`src/rtl/data_cache.sv`:
```
// -----------------------------------------------------------------------------
// data_cache
//   Direct-mapped, write-through, no-write-allocate data cache between one LSU
//   request channel and one memory-controller consumer channel. Both sides use
//   the level-valid / pulse-ready handshake. One data word per line.
//
//   Parameters
//     ADDR_BITS  address width
//     DATA_BITS  data word width
//     LINES      line count (power of two, >= 2); index = addr[log2(LINES)-1:0]
//
//   Ports
//     clk, reset          clock (rising edge), asynchronous active-high reset
//     flush               invalidate all lines (deferred to IDLE when busy)
//     lsu_read_*          load request in / one-cycle ready pulse + data out
//     lsu_write_*         store request in / one-cycle ready pulse out
//     mem_read_*          fill request out / ready + data in
//     mem_write_*         write-through request out / ready in
//     hit_count,
//     miss_count          16-bit saturating load hit/miss counters, present
//                         only when DCACHE_STATS_EN is defined
//
//   Optional feature macro: DCACHE_STATS_EN
//
//   Every output is a register; nothing combinational reaches the ports.
// -----------------------------------------------------------------------------
module data_cache #(
    parameter int ADDR_BITS = 8,
    parameter int DATA_BITS = 8,
    parameter int LINES     = 16
) (
    input  logic                 clk,
    input  logic                 reset,
    input  logic                 flush,

    input  logic                 lsu_read_valid,
    input  logic [ADDR_BITS-1:0] lsu_read_address,
    output logic                 lsu_read_ready,
    output logic [DATA_BITS-1:0] lsu_read_data,

    input  logic                 lsu_write_valid,
    input  logic [ADDR_BITS-1:0] lsu_write_address,
    input  logic [DATA_BITS-1:0] lsu_write_data,
    output logic                 lsu_write_ready,

    output logic                 mem_read_valid,
    output logic [ADDR_BITS-1:0] mem_read_address,
    input  logic                 mem_read_ready,
    input  logic [DATA_BITS-1:0] mem_read_data,

    output logic                 mem_write_valid,
    output logic [ADDR_BITS-1:0] mem_write_address,
    output logic [DATA_BITS-1:0] mem_write_data,
    input  logic                 mem_write_ready
`ifdef DCACHE_STATS_EN
    ,
    output logic [15:0]          hit_count,
    output logic [15:0]          miss_count
`endif
);

    localparam int IDX_BITS = $clog2(LINES);
    localparam int TAG_BITS = ADDR_BITS - IDX_BITS;

    typedef enum logic [2:0] {IDLE, FILL, WRITE, RESPOND, RELEASE} state_t;

    // Request captured at acceptance; wr selects which LSU channel is served.
    typedef struct packed {
        logic                 wr;
        logic [ADDR_BITS-1:0] addr;
        logic [DATA_BITS-1:0] data;
    } req_t;

    state_t state_q, state_d;
    req_t   req_q, req_d;

    logic [LINES-1:0]                line_vld_q;
    logic [LINES-1:0][TAG_BITS-1:0]  line_tag_q;
    logic [LINES-1:0][DATA_BITS-1:0] line_dat_q;

    logic flush_pend_q, flush_pend_d;

    // Next values of the registered outputs.
    logic                 rd_rdy_d, wr_rdy_d;
    logic [DATA_BITS-1:0] rd_dat_d;
    logic                 mrd_vld_d, mwr_vld_d;
    logic [ADDR_BITS-1:0] mrd_addr_d, mwr_addr_d;
    logic [DATA_BITS-1:0] mwr_dat_d;

    // Line-array controls.
    logic line_fill, line_upd, flush_now;

    // Lookup for an incoming load, and for the captured store.
    logic [IDX_BITS-1:0] rd_idx, req_idx;
    logic [TAG_BITS-1:0] rd_tag, req_tag;
    logic                rd_hit, req_hit;

    assign rd_idx  = lsu_read_address[IDX_BITS-1:0];
    assign rd_tag  = lsu_read_address[ADDR_BITS-1:IDX_BITS];
    assign req_idx = req_q.addr[IDX_BITS-1:0];
    assign req_tag = req_q.addr[ADDR_BITS-1:IDX_BITS];
    assign rd_hit  = line_vld_q[rd_idx]  && (line_tag_q[rd_idx]  == rd_tag);
    assign req_hit = line_vld_q[req_idx] && (line_tag_q[req_idx] == req_tag);

    // ---------------------------------------------------------------- FSM reg
    always_ff @(posedge clk or posedge reset) begin
        if (reset) state_q <= IDLE;
        else       state_q <= state_d;
    end

    // ------------------------------------------------- next state / outputs
    always_comb begin
        state_d      = state_q;
        req_d        = req_q;
        flush_pend_d = flush_pend_q;
        rd_rdy_d     = 1'b0;
        wr_rdy_d     = 1'b0;
        rd_dat_d     = lsu_read_data;
        mrd_vld_d    = mem_read_valid;
        mrd_addr_d   = mem_read_address;
        mwr_vld_d    = mem_write_valid;
        mwr_addr_d   = mem_write_address;
        mwr_dat_d    = mem_write_data;
        line_fill    = 1'b0;
        line_upd     = 1'b0;
        flush_now    = 1'b0;

        case (state_q)
            IDLE: begin
                if (flush) begin
                    // Flush owns this cycle; requests wait until the next one.
                    flush_now = 1'b1;
                end else if (lsu_write_valid) begin
                    req_d      = '{wr: 1'b1, addr: lsu_write_address, data: lsu_write_data};
                    mwr_vld_d  = 1'b1;
                    mwr_addr_d = lsu_write_address;
                    mwr_dat_d  = lsu_write_data;
                    state_d    = WRITE;
                end else if (lsu_read_valid) begin
                    req_d = '{wr: 1'b0, addr: lsu_read_address, data: '0};
                    if (rd_hit) begin
                        rd_rdy_d = 1'b1;
                        rd_dat_d = line_dat_q[rd_idx];
                        state_d  = RESPOND;
                    end else begin
                        mrd_vld_d  = 1'b1;
                        mrd_addr_d = lsu_read_address;
                        state_d    = FILL;
                    end
                end
            end
            FILL: begin
                if (mem_read_ready) begin
                    mrd_vld_d = 1'b0;
                    line_fill = 1'b1;
                    rd_rdy_d  = 1'b1;
                    rd_dat_d  = mem_read_data;
                    state_d   = RESPOND;
                end
            end
            WRITE: begin
                if (mem_write_ready) begin
                    mwr_vld_d = 1'b0;
                    line_upd  = req_hit;   // no allocation on a store miss
                    wr_rdy_d  = 1'b1;
                    state_d   = RESPOND;
                end
            end
            RESPOND: state_d = RELEASE;
            RELEASE: begin
                // Hold off until the served request is withdrawn so a
                // still-asserted valid is not taken as a second request.
                if (req_q.wr ? !lsu_write_valid : !lsu_read_valid) begin
                    state_d   = IDLE;
                    flush_now = flush_pend_q | flush;
                end
            end
            default: state_d = IDLE;
        endcase

        if (flush_now)
            flush_pend_d = 1'b0;
        else if (flush && state_q != IDLE)
            flush_pend_d = 1'b1;
    end

    // ---------------------------------------------- datapath and output regs
    always_ff @(posedge clk or posedge reset) begin
        if (reset) begin
            req_q             <= '0;
            flush_pend_q      <= 1'b0;
            line_vld_q        <= '0;
            line_tag_q        <= '0;
            line_dat_q        <= '0;
            lsu_read_ready    <= 1'b0;
            lsu_read_data     <= '0;
            lsu_write_ready   <= 1'b0;
            mem_read_valid    <= 1'b0;
            mem_read_address  <= '0;
            mem_write_valid   <= 1'b0;
            mem_write_address <= '0;
            mem_write_data    <= '0;
        end else begin
            req_q             <= req_d;
            flush_pend_q      <= flush_pend_d;
            lsu_read_ready    <= rd_rdy_d;
            lsu_read_data     <= rd_dat_d;
            lsu_write_ready   <= wr_rdy_d;
            mem_read_valid    <= mrd_vld_d;
            mem_read_address  <= mrd_addr_d;
            mem_write_valid   <= mwr_vld_d;
            mem_write_address <= mwr_addr_d;
            mem_write_data    <= mwr_dat_d;

            // flush_now only fires in IDLE or on IDLE entry, never together
            // with a fill or store update, so these writes cannot collide.
            if (flush_now)
                line_vld_q <= '0;
            if (line_fill) begin
                line_vld_q[req_idx] <= 1'b1;
                line_tag_q[req_idx] <= req_tag;
                line_dat_q[req_idx] <= mem_read_data;
            end
            if (line_upd)
                line_dat_q[req_idx] <= req_q.data;
        end
    end

`ifdef DCACHE_STATS_EN
    // A load is classified in the IDLE cycle that accepts it; stores and
    // flush cycles are not counted.
    always_ff @(posedge clk or posedge reset) begin
        if (reset) begin
            hit_count  <= '0;
            miss_count <= '0;
        end else if (flush_now) begin
            hit_count  <= '0;
            miss_count <= '0;
        end else if (state_q == IDLE && !lsu_write_valid && lsu_read_valid) begin
            if (rd_hit && hit_count != 16'hFFFF)
                hit_count <= hit_count + 16'd1;
            if (!rd_hit && miss_count != 16'hFFFF)
                miss_count <= miss_count + 16'd1;
        end
    end
`endif

endmodule

```
`config.mk`:
```
export PLATFORM = sky130hd
export DESIGN_NAME = data_cache
export DESIGN_NICKNAME = d
export VERILOG_FILES = /design/src/rtl/data_cache.sv
export SDC_FILE = /design/constraint.sdc
export NUM_CORES = 1
export LEC_CHECK = 0
export ABC_AREA = 1
export BUFFER_PORTS_ARGS = -buffer_cell sky130_fd_sc_hd__clkbuf_2
export CAP_MARGIN = 20
export CORE_MARGIN = 5
export CORE_UTILIZATION = 56
export DETAILED_ROUTE_END_ITERATION = 12
export PLACE_DENSITY_LB_ADDON = 0.2
export SKIP_LAST_GASP = 1
export SYNTH_ARGS = -nofsm -noshare
export SYNTH_HDL_FRONTEND = slang
export SYNTH_SLANG_ARGS = --single-unit
```
`constraint.sdc`:
```
create_clock -name clk -period 6.7 [get_ports clk]
set_clock_uncertainty 0.1 [all_clocks]
set_input_delay 0 -clock clk [delete_from_list [all_inputs] [get_ports clk]]
set_output_delay 0 -clock clk [all_outputs]
set_load 0.1 [all_outputs]
```
* Yosys cells after proc, flatten, opt, wreduce, memory -nomap -nowiden
Index checks and enable logic that the tools add are counted.
Word-level totals: bits in registers 265, input bits 39
Operators by class: order comparisons 3, equality and inequality tests 16, muxes and demuxes 66, bitwise gates (word level) 5, reductions and logical operators 19
Operator list (count):
- $bwmux 128 | 2
- $mux 128 | 2
- $bwmux 64 | 1
- $mux 8 | 7
- $mux 17 | 2
- $bmux 4 s4 | 2
- $bmux 8 s4 | 1
- $demux 8 s4 | 1
- $mux 16 | 2
- $mux 1 | 26
- $mux 3 | 6
- $ne 2x2->1 const B | 9
- $demux 4 s4 | 1
- $or 16x16->16 | 1
- $pmux 8 s2 | 1
- $pmux 3 s5 | 1
- $mux 4 | 3
- $reduce_and 6->1 | 2
- $lt 4x5->1 const B | 2
- $reduce_and 5->1 | 2
- $bmux 1 s4 | 2
- $eq 4x4->1 | 2
- $pmux 1 s2 | 4
- $reduce_bool 2->1 | 4
- 15 further kinds | 23

* Logic depth before layout (Yosys ltp)
word-level depth 9, gate-level depth with buffers 16, mapped depth without buffers 15

* Least setup slack after synthesis
OpenSTA, ideal clock, no wires.
path kind reg2reg, start point register req_q, in the netlist req_idx[1], end point register line_dat_q[104] (netlist name), setup time 117 ps, arrival 1951 ps, setup slack 4531 ps, cell stages (with the launch flop) 13, path buffers 2, clock period less this slack 2169 ps, path through dfrtp_1 -> nand2_1 -> buf_4 -> o22ai_1 -> o21ai_1 -> nand2_1 -> nor2_1 -> nor2_1 -> nor2_4 -> buf_4 -> nand4_4 -> nand2_1 -> nand2_1
Between the ends: cells in the longest elaborated chain, start to end 8
Ends and longest elaborated chain:
- from (decl) | line 75 | req_t req_q, req_d;
- from (signal assigned) | line 204 | req_q <= req_d;
- $lt 4x5->1 (implied by the code) / $ge 4x1->1 (equally long branches) | line 222, 225
- $logic_and 1x1->1 (implied by the code) | line 222, 225
- $mux 8 (implied by the code) | line 222, 225
- $demux 8 s4 | line 222, 225
- $bwmux 128 | line 222 | line_dat_q[req_idx] <= mem_read_data;
- $mux 128 | line 219 | if (line_fill) begin
- $bwmux 128 | line 225 | line_dat_q[req_idx] <= req_q.data;
- $mux 128 (*) | line 224 | if (line_upd)
- to (signal, indexed assignment) | line 222
- to (signal, indexed assignment) | line 225
- to (decl) | line 79 | logic [LINES-1:0][DATA_BITS-1:0] line_dat_q;
Every way passes the cells marked *; elsewhere a longest branch is shown, timed or not. The select of a mux whose other input is x is not followed. A chain may end at the register's enable or synchronous reset.

* Worst setup path in the final report
start point register req_q, in the netlist req_idx[1], end point register line_dat_q[22] (netlist name)
The elaborated chain is that of the path after synthesis.

==> impl_metrics.py <==
metrics = {
    "placed_design": {
        "placedCellCount": 2290,
        "gp_congestion": 0.941,
        "placed_area_um2": 15100,
        "dp_hpwl_um": 30700,
        "io_buffers": 74,
    },
    "worst_setup_path": {
        "r2r_setup_slack_ns": 3.06,
        "critPathMaxFanout": 16,
        "r2r_cells": 15,
        "cp_slowest_cell": "nor2_4",
        "critPathBufInv": 3,
        "crit_type": "register to register",
        "startpoint": "req_idx[1]",
        "r2r_end": "line_dat_q[22]",
        "cp-start-kind": "register",
        "worstReg2RegStart": "req_idx[1]",
        "endpoint_kind": "register",
        "cp.required_ns": 7.05,
        "slowest_delay_ns": 0.77,
        "worst-path-stages": 15,
        "cp_top_family": "simple AND/OR/NAND/NOR gates",
        "endpoint": "line_dat_q[22]",
        "crit_path_cell_trace": "inv_2 > nand2_2 > inv_2 > a22oi_1 > nand2_1 > nand2_1 > nand2_1 > nor2_1 > inv_2 > nand2_1 > nand2_1 > nor2_4 > nand4_1 > nand2_1 > nand2_1",
        "arrival_ns": 3.99,
        "crit_top_cell": "nand2_1",
    },
    "cts": {
        "cts_resized": 0,
        "tritoncts": "built",
        "cts_setup_buffers": 0,
        "clock_latency_ns": 0.57,
        "cts.sinks": 265,
        "root_buffer": "clkbuf_16",
        "clk_pin_slew_ns": 0.06,
        "cts_htree_levels": 1,
        "cts_buffer_depth": 3,
        "cts_buffers": 30,
    },
    "timing": {
        "setup_tns_ns": 0,
        "max_freq_mhz": 275,
        "period_share_pct": 54.3,
        "setup_violations": 0,
        "slew_viol_final": 0,
        "whs_ns": 0.0788,
        "tightest_slew_ns": 1.16,
        "relSlewSlack_pct": 22.7,
        "min_period_ns": 3.64,
        "hold_viol_final": 0,
        "rsz0062_at_grt": "no",
    },
    "cells_and_area": {
        "seq_area_um2": 6630,
        "final_cell_area_um2": 16400,
        "area.growth.synth_to_final_pct": 10.8,
        "layout-drive-gt1-share_pct": 8.78,
        "fin_nets": 2058,
        "multi_input_area_um2": 7040,
        "fillers": 2298,
        "finalNonFillerCells": 2373,
        "num_antenna_cells": 0,
    },
    "global_route": {
        "grt_pass1_wl_um": 78600,
        "grt_max_degree": 172,
        "grt_antenna_before_repair": 0,
        "grt_util_all_layers_pct": 32.1,
        "grt_pass1_vias": 13700,
        "grt_overflow": 0,
    },
    "power": {
        "vdd_ir_drop_max_v": 0.000414,
        "leakagePower_nw": 7.94,
        "power_density_nw_per_um2": 472,
    },
    "logic_synthesis": {
        "ys_ff_latch": 265,
        "synth-edff-count": 0,
        "syn-num-nets": 2055,
        "yosysSeqAreaShare_pct": 44.8,
        "synth.area.top_cells": "dfrtp_1 45%, nand2_1 17%, o21ai_0 11%",
        "synth-async-reset-ratio_pct": 100,
        "synth.yosys.warnings": 0,
        "synthCells": 2016,
        "avgSynthCellArea_um2": 7.34,
        "synth_ff_type": "dfrtp_1",
        "synth_cell_type_count": 34,
        "synth_common_cells": "654 x nand2_1, 336 x o21ai_0, 265 x dfrtp_1",
        "synth_area_leader_cell": "dfrtp_1",
        "yosysMostFrequentCell": "nand2_1",
        "synth_area_um2": 14800,
        "synth_top_area_share_pct": 44.8,
    },
    "drt": {
        "ant_nets": 0,
        "wl_um": 49900,
        "drtIter0Drc": 2183,
        "firstDrtPassIters": 6,
        "drcViolationCount": 0,
        "wl_per_cell_um": 21.0,
        "vias_per_cell": 6.25,
        "vias": 14800,
    },
    "die": {
        "floorplan.initialDensity_pct": 56.8,
        "die_h_um": 173,
        "core_area_um2": 26100,
        "die_area_um2": 29800,
        "fp.dieW_um": 173,
        "pin_count": 75,
        "rows": 59,
    },
    "run": {
        "cap_violations": 0,
    },
    "outcome": {
        "status": "complete, no violations",
    },
    "min_path": {
        "hp-class": "input port to asynchronous set/reset pin",
    },
}
-- cells by family after synthesis --
logic type | Yosys count | share of synthesized area (%)
AO/OA/AOI/OAI | 459 | 17.1
flip-flops | 265 | 44.8
AND/OR/NAND/NOR | 1016 | 30.4
buffers and inverters | 276 | 7.65
-- final cells by class --
cell class	count	share of cell area (%)
sequential	265	40.4
clock inverter	7	0.389
tap	335	2.56
multi-input combinational	1475	42.9
clock buffer	44	5.46
inverter	127	2.93
timing repair buffer	120	5.30
-- worst min path at each step --
| stage | cells after the start | to |
|---|---|---|
| floorplan | 2 | lsu_write_ready |
| global placement | 3 | line_dat_q[41] |
| detailed placement | 3 | line_dat_q[41] |
| CTS | 5 | lsu_read_data[0] |
| global route | 4 | line_dat_q[41] |
| finish | 4 | line_dat_q[46] |
-- routing by layer --
metal / track usage, % / wire (um) / up-vias / share of wire [%]
met5: 0 / 0 / - / 0
met4: 8.98 / 1530 / 0 / 3.1
met3: 7.95 / 6890 / 125 / 14
met2: 47.1 / 21000 / 1018 / 42
met1: 47.5 / 20500 / 6900 / 41
li1: - / - / 6800 / -
-- power breakdown --
| part | leakage, nW | total [mW] | internal [mW] | switching [mW] |
|---|---|---|---|---|
| clock | 0.477 | 1.63 | 0.952 | 0.683 |
| sequential | 3.53 | 2.76 | 2.19 | 0.567 |
| combinational | 3.94 | 3.34 | 0.797 | 2.54 |
-- sequential cells by signal (all words and copies together), names as in the netlist --
register / count
mem_write_data: 8
mem_write_valid: 1
req_idx: 4
req_q: 13
line_tag_q: 64
lsu_read_ready: 1
mem_write_address: 8
line_vld_q: 16
line_dat_q: 128
mem_read_valid: 1
lsu_write_ready: 1
state_q: 3
lsu_read_data: 8
flush_pend_q: 1
mem_read_address: 8
-- tightest hold or removal path, stage by stage --
cell and delay, ns:
dlygate4sd3_1 0.53, clkbuf_2 0.12, clkinvlp_4 0.06, buf_4 0.51
-- what timing repair did --
item	CTS	global route
hold endpoints to repair	141	0
hold buffers	32	0
setup endpoints to repair	0	0
-- placed cells by master, fill, tap and decap left out, types with 2 or more instances in the layout --
cell,netlist,routed
o22ai_1,19,19
clkbuf_16,0,31
dfrtp_1,265,265
a22oi_1,10,10
nor3_1,2,2
nor2_4,3,4
o221ai_1,30,30
o21ai_0,336,336
nand4_1,135,135
o21ai_1,15,15
nand2_1,654,654
buf_12,0,4
clkinv_1,2,2
clkbuf_8,0,7
o211ai_1,20,20
a21oi_1,22,22
clkinv_2,0,5
clkbuf_2,0,73
nand4_4,10,10
buf_4,10,10
clkbuf_1,102,6
inv_1,113,111
nand2_2,2,2
inv_2,12,13
nand3_1,76,76
nor2_2,12,13
nor2_1,119,117
dlygate4sd3_1,0,32
-- stage by stage --
step / util (%) / setup slack, ns / power [mW]
2_1_floorplan: - / 3.10 / 5.12
3_3_place_gp: 57.9 / 3.27 / 5.88
3_5_place_dp: 58.0 / 3.19 / 5.97
4_1_cts: 62.9 / 3.19 / 7.64
5_1_grt: 62.9 / 2.86 / 8.13
6_report: 62.9 / 3.06 / 7.73
No activity file was read; power rests on OpenSTA's default activity.
